<file path="src/rtl/bht_writer.sv">
// Sole write port into the 64-entry, 4-way BHT: post-reset clear sweep, FIFO-replacement
// allocation and saturating counter updates. Define BHT_ALLOC_QUEUE_EN for a deferred-alloc queue.
module bht_writer #(
  parameter int unsigned ALLOC_Q_DEPTH = 2
) (
  input  logic        CLK,
  input  logic        rst,
  input  logic        id_alloc,
  input  logic        id_is_jump,
  input  logic [9:0]  id_PC,
  input  logic [9:0]  id_branchtarget,
  input  logic        exe_upd,
  input  logic [9:0]  exe_PC,
  input  logic [1:0]  exe_way,
  input  logic [18:0] exe_entry,
  input  logic        exe_taken,
  output logic        wr_en,
  output logic [5:0]  wr_index,
  output logic [18:0] wr_data,
  output logic        busy,
  output logic        alloc_drop
);

  typedef enum logic [0:0] {StSweep, StRun} state_e;

  state_e      state_q, state_d;
  logic        wr_en_q, wr_en_d;
  logic [5:0]  wr_index_q, wr_index_d;
  logic [18:0] wr_data_q, wr_data_d;
  logic        busy_q, busy_d;
  logic        alloc_drop_q, alloc_drop_d;
  logic [1:0]  fifo_ptr_q [16];
  logic [1:0]  fifo_ptr_d [16];

  // Only the set bits of the EXE PC select the entry; the tag comes from exe_entry.
  logic unused_exe_pc;
  assign unused_exe_pc = ^exe_PC[9:4];

  logic [1:0] exe_ctr;
  logic       exe_wr;

  always_comb begin
    exe_ctr = exe_entry[1:0];
    exe_wr  = 1'b0;
    if (exe_taken) begin
      if (exe_entry[1:0] != 2'b11) begin
        exe_ctr = exe_entry[1:0] + 2'd1;
        exe_wr  = exe_upd;
      end
    end else if (exe_entry[1:0] != 2'b00) begin
      exe_ctr = exe_entry[1:0] - 2'd1;
      exe_wr  = exe_upd;
    end
  end

`ifdef BHT_ALLOC_QUEUE_EN
  localparam int unsigned CntW = $clog2(ALLOC_Q_DEPTH + 1);

  logic [9:0]      q_pc_q  [ALLOC_Q_DEPTH];
  logic [9:0]      q_pc_d  [ALLOC_Q_DEPTH];
  logic [9:0]      q_tgt_q [ALLOC_Q_DEPTH];
  logic [9:0]      q_tgt_d [ALLOC_Q_DEPTH];
  logic            q_jmp_q [ALLOC_Q_DEPTH];
  logic            q_jmp_d [ALLOC_Q_DEPTH];
  logic [CntW-1:0] q_cnt_q, q_cnt_d;
  logic            q_dup;

  // A second allocation of a PC already waiting would create two entries with one tag.
  always_comb begin
    q_dup = 1'b0;
    for (int i = 0; i < ALLOC_Q_DEPTH; i++) begin
      if (CntW'(i) < q_cnt_q && q_pc_q[i] == id_PC) q_dup = 1'b1;
    end
  end
`else
  logic unused_depth;
  assign unused_depth = ^ALLOC_Q_DEPTH;
`endif

  logic       alloc_go;
  logic       alloc_jmp;
  logic [9:0] alloc_pc;
  logic [9:0] alloc_tgt;
  logic [3:0] alloc_set;

  always_comb begin
    state_d      = state_q;
    wr_en_d      = 1'b0;
    wr_index_d   = wr_index_q;
    wr_data_d    = '0;
    busy_d       = 1'b0;
    alloc_drop_d = 1'b0;
    fifo_ptr_d   = fifo_ptr_q;
    alloc_go     = 1'b0;
    alloc_jmp    = id_is_jump;
    alloc_pc     = id_PC;
    alloc_tgt    = id_branchtarget;
    alloc_set    = 4'd0;
`ifdef BHT_ALLOC_QUEUE_EN
    q_pc_d       = q_pc_q;
    q_tgt_d      = q_tgt_q;
    q_jmp_d      = q_jmp_q;
    q_cnt_d      = q_cnt_q;
`endif

    unique case (state_q)
      StSweep: begin
        if (wr_index_q == 6'd63) begin
          state_d = StRun;
        end else begin
          wr_en_d    = 1'b1;
          wr_index_d = wr_index_q + 6'd1;
          busy_d     = 1'b1;
        end
      end
      StRun: begin
        if (exe_wr) begin
          wr_en_d    = 1'b1;
          wr_index_d = {exe_PC[3:0], exe_way};
          wr_data_d  = {exe_entry[18:2], exe_ctr};
        end
`ifdef BHT_ALLOC_QUEUE_EN
        else if (q_cnt_q != '0) begin
          alloc_go  = 1'b1;
          alloc_pc  = q_pc_q[0];
          alloc_tgt = q_tgt_q[0];
          alloc_jmp = q_jmp_q[0];
          for (int i = 0; i < ALLOC_Q_DEPTH - 1; i++) begin
            q_pc_d[i]  = q_pc_q[i+1];
            q_tgt_d[i] = q_tgt_q[i+1];
            q_jmp_d[i] = q_jmp_q[i+1];
          end
          q_cnt_d = q_cnt_q - CntW'(1);
        end else if (id_alloc) begin
          alloc_go = 1'b1;
        end

        if (id_alloc && (exe_wr || q_cnt_q != '0) && !q_dup) begin
          if (q_cnt_q == CntW'(ALLOC_Q_DEPTH)) begin
            alloc_drop_d = 1'b1;
          end else begin
            for (int i = 0; i < ALLOC_Q_DEPTH; i++) begin
              if (CntW'(i) == q_cnt_d) begin
                q_pc_d[i]  = id_PC;
                q_tgt_d[i] = id_branchtarget;
                q_jmp_d[i] = id_is_jump;
              end
            end
            q_cnt_d = q_cnt_d + CntW'(1);
          end
        end
`else
        else if (id_alloc) begin
          alloc_go = 1'b1;
        end
        alloc_drop_d = id_alloc & exe_wr;
`endif

        // Pointer advances when the write issues, so queued entries take the way current then.
        if (alloc_go) begin
          alloc_set             = alloc_pc[3:0];
          wr_en_d               = 1'b1;
          wr_index_d            = {alloc_set, fifo_ptr_q[alloc_set]};
          wr_data_d             = {1'b1, alloc_pc[9:4], alloc_tgt, alloc_jmp ? 2'b11 : 2'b10};
          fifo_ptr_d[alloc_set] = fifo_ptr_q[alloc_set] + 2'd1;
        end
      end
      default: state_d = StSweep;
    endcase
  end

  always_ff @(posedge CLK) begin
    if (rst) begin
      state_q      <= StSweep;
      wr_en_q      <= 1'b1;
      wr_index_q   <= 6'd0;
      wr_data_q    <= '0;
      busy_q       <= 1'b1;
      alloc_drop_q <= 1'b0;
      fifo_ptr_q   <= '{default: 2'd0};
`ifdef BHT_ALLOC_QUEUE_EN
      q_cnt_q      <= '0;
`endif
    end else begin
      state_q      <= state_d;
      wr_en_q      <= wr_en_d;
      wr_index_q   <= wr_index_d;
      wr_data_q    <= wr_data_d;
      busy_q       <= busy_d;
      alloc_drop_q <= alloc_drop_d;
      fifo_ptr_q   <= fifo_ptr_d;
`ifdef BHT_ALLOC_QUEUE_EN
      q_cnt_q      <= q_cnt_d;
`endif
    end
  end

`ifdef BHT_ALLOC_QUEUE_EN
  // Payload needs no reset; occupancy alone marks entries live.
  always_ff @(posedge CLK) begin
    q_pc_q  <= q_pc_d;
    q_tgt_q <= q_tgt_d;
    q_jmp_q <= q_jmp_d;
  end
`endif

  assign wr_en      = wr_en_q;
  assign wr_index   = wr_index_q;
  assign wr_data    = wr_data_q;
  assign busy       = busy_q;
  assign alloc_drop = alloc_drop_q;

endmodule

</file>
<file path="config.mk">
export PLATFORM = sky130hd
export DESIGN_NAME = bht_writer
export DESIGN_NICKNAME = d
export VERILOG_FILES = /design/src/rtl/bht_writer.sv
export SDC_FILE = /design/constraint.sdc
export NUM_CORES = 1
export LEC_CHECK = 0
export BUFFER_PORTS_ARGS = -buffer_cell sky130_fd_sc_hd__buf_2
export CORE_ASPECT_RATIO = 0.7
export CORE_UTILIZATION = 29
export CTS_BUF_LIST = sky130_fd_sc_hd__clkbuf_4
export CTS_CLUSTER_DIAMETER = 120
export DETAILED_ROUTE_END_ITERATION = 7
export GPL_ROUTABILITY_DRIVEN = 1
export PLACE_DENSITY = 0.5
export RECOVER_POWER = 50
export SLEW_MARGIN = 15
export SYNTH_ARGS = -nofsm -noshare
export SYNTH_HDL_FRONTEND = slang
export SYNTH_SLANG_ARGS = --single-unit
export TNS_END_PERCENT = 100
</file>
<file path="constraint.sdc">
create_clock -name CLK -period 3.1 [get_ports CLK]
set_input_delay 0.465 -clock CLK [delete_from_list [all_inputs] [get_ports CLK]]
set_output_delay 0.465 -clock CLK [all_outputs]
set_load 0.01 [all_outputs]
</file>
==> qor.yml <==
outcome: "finished clean"
cts_max_path_buffers: 2
placeable_area_mm2: 0.00983
finalMaxSlewViolations: 0
global_route_wire_length_before_repair_um: 12300
post-place-ws_ns: 0.690
power.density_mw_per_mm2: 436
grt_antenna_before_repair: 0
synth_top_flop_cell: "dfxtp_1"
rsz_0062_raised_after_global_routing: "false"
number_of_enable_type_register_cells_in_the_synthesized_netlist: 0
htree_levels: 3
path_max_fanout: 22
critical_path.endpoint_type: "flip-flop"
worstSkewPairLatency_ns: 0.42
crit-reg2reg-launch: "state_q"
post-place-cells: 526
global_route.usage.total_pct: 15.0
finalHoldViolCount: 0
final_net_count: 467
grt.met3_usage_pct: 5.53
finalSetupViolations: 0
overflow: 0
fin_worst_skew_ns: 0.0232
timing.rr.end: "alloc_drop"
setup_tns_final_ns: 0
critPathLaunchType: "input pin"
hp-start: "exe_entry[3]"
clock-sinks: 61
synth_cell_type_count: 47
hold_depth: 3
cts_buffers: 9
syn_nets: 396
wirelength_um: 7680
synth-warning-count: 0
initial_core_util_pct: 30.3
area_delta_synth_final_pct: 20.1
final-instance-count-excl-fill: 542
syn-instance-count: 338
ports: 85
critical-path-slowest-cell: "clkbuf_1"
layout.filler_cells: 1031
antenna_violating_nets_post_route: 0
reg2reg_slack_ns: 1.24
synth_area_per_cell_um2: 8.82
clk_pin_slew_worst_paths_ns: 0.11
buf_inv_on_cp: 1
timing.critical_path.slowest_cell_delay_ns: 0.95
max_freq_ghz: 0.429
post_cts_hold_buffer_count: 0
synth_seq_cells: 61
layout_commonest_cell: "dfxtp_1"
synth_top_cell_by_area: "dfxtp_1"
final.period_utilization_pct: 75.1
postPlaceCellArea_mm2: 0.00346
ys_seq_area_share_pct: 41.0
cp_cell_sequence: "clkbuf_1, mux2i_1, mux2i_1, mux4_2, nor2_1, nor2_1"
vias_in_the_first_global_route: 2440
num_vias: 2662
crit_start: "id_PC[1]"
worst_ep_arrival_time_ns: 2.64
clockRootBuffer: "clkbuf_4"
worst_ep_required_time_ns: 3.41
detail_route.vias_per_cell: 4.91
gp_routability_congestion: 0.812
global_route.usage.met1_pct: 21.4
syn_area_mm2: 0.00298
num_rows: 30
max_capacitance_violation_count: 0
relSlewSlack_pct: 11.4
pin_count_of_the_biggest_net_entering_global_routing: 40
max_slew.worst_pin.slew_ns: 1.33
critical_path.top_delay_family: "multiplexers"
post-layout-total-power_w: 0.00156
worstHoldEndpoint: "wr_data[3]"
antenna_cells_inserted: 0
drt_pass1_iterations: 4
synth_top_area_share_pct: 41.0
layout-drive-gt1-share_pct: 19.3
io_buffers: 78
globalRoute.busiestLayer: "met1"
peakVddDrop_mv: 0.201
detailed_place_hpwl_um: 5450
final_critical_path_setup_slack_ns: 0.771
drc: 0
drt_first_iter_violations: 192
cellLeakagePower_nw: 1.47
worst-setup-path-type: "in2reg"
reg2reg_depth: 3
design_area_mm2: 0.00358
die-width_um: 123
clock_tree_from_tritoncts: "yes"
gr-usage-met2_pct: 21.2
layout.cells.most_common_list: "61 x dfxtp_1, 49 x buf_2, 46 x nor2_1, 39 x mux2i_1"
die_area_mm2: 0.0107
die-height_um: 86.8
postCtsResizedCells: 0
hold_class: "in2reg"
post_drt_wl_per_cell_um: 14.2
finalWorstPathRequiredPeriod_ns: 2.33
post_cts.repair.setup_buffers: 0
ys_top_cells_by_area: "dfxtp_1 41%, mux2i_1 13%, nor2_1 5.8%, nand3_1 5.0%, a21oi_1 3.9%"
synth_async_sr_flop_share_pct: 0
[power breakdown]
group / switching (W) / internal, W
clock network: 0.000300 / 0.000322
logic: 0.0000895 / 0.0000573
registers: 0.00000501 / 0.000787
total: 0.000394 / 0.00117
[worst register-to-register path: stages (launching register included)]
cell and delay, ns:
dfxtp_1 0.35, clkbuf_1 0.55, nand2b_1 0.59, nor3_1 0.30
[state kept, by name, indices dropped and copies added (netlist names)]
name	flops
fifo_ptr_q	32
wr_data	19
wr_index	6
alloc_drop	1
busy	1
state_q	1
wr_en	1
[synthesized netlist by cell type (2+ instances only)]
library cell and count:
dfxtp_1 61, nor2_1 46, mux2i_1 39, nand2_1 30, nand3_1 30, a21oi_1 23
buf_2 10, clkbuf_1 9, a211oi_1 8, o21ai_0 7, and3_1 5, mux4_2 5
nor2b_1 5, nor3_1 5, xnor2_1 5, a31oi_1 4, inv_1 4, nand2b_1 3
nand4_1 3, xor2_1 3, a311oi_1 2, a31o_1 2, and2_1 2, buf_1 2
buf_4 2, or3_1 2
[worst max-delay path by stage]
| stage | slack [ns] | endpoint | cells after the start |
|---|---|---|---|
| final | 0.77 | wr_index[1] | 6 |
| after CTS | 1.17 | wr_index[0] | 6 |
| after floorplan | 1.28 | fifo_ptr_q[22] | 6 |
| after global placement | 0.74 | wr_index[0] | 6 |
| after global routing | 0.63 | wr_index[1] | 6 |
| after detailed placement | 0.69 | wr_index[0] | 6 |
[routing by layer]
layer / up-vias / wire length [um]
li1: 1354 / -
met1: 1233 / 3920
met2: 69 / 3170
met3: 6 / 531
met4: 0 / 61
met5: - / 0
[through the flow]
stage          hold slack (ns)  utilization, %
6_report                 0.271            36.4
5_1_grt                  0.230            36.4
4_1_cts                  0.236            36.8
3_5_place_dp             0.486            35.2
3_3_place_gp             0.471            35.2
2_1_floorplan            0.458               -
[cell type report]
cell class              count  area [um2]  area share [%]
repair buffers             84         395            11.0
clock inverters             7        87.6            2.45
flip-flops and latches     61        1220            34.1
inverters                   4        15.0           0.420
clock buffers               9        67.6            1.89
multi-input cells         249        1630            45.6
well taps                 128         160            4.48
[logic make-up after synthesis]
logic type,share of synthesized area [%]
AOI/OAI and AO/OA,12.5
xor gates and xnor gates,2.35
adders and majority gates,0.420
buffers and inverters,4.45
DFF,41.0
muxes,16.9
and+or+nand+nor,22.4
Power figures use the tool's default switching activity.
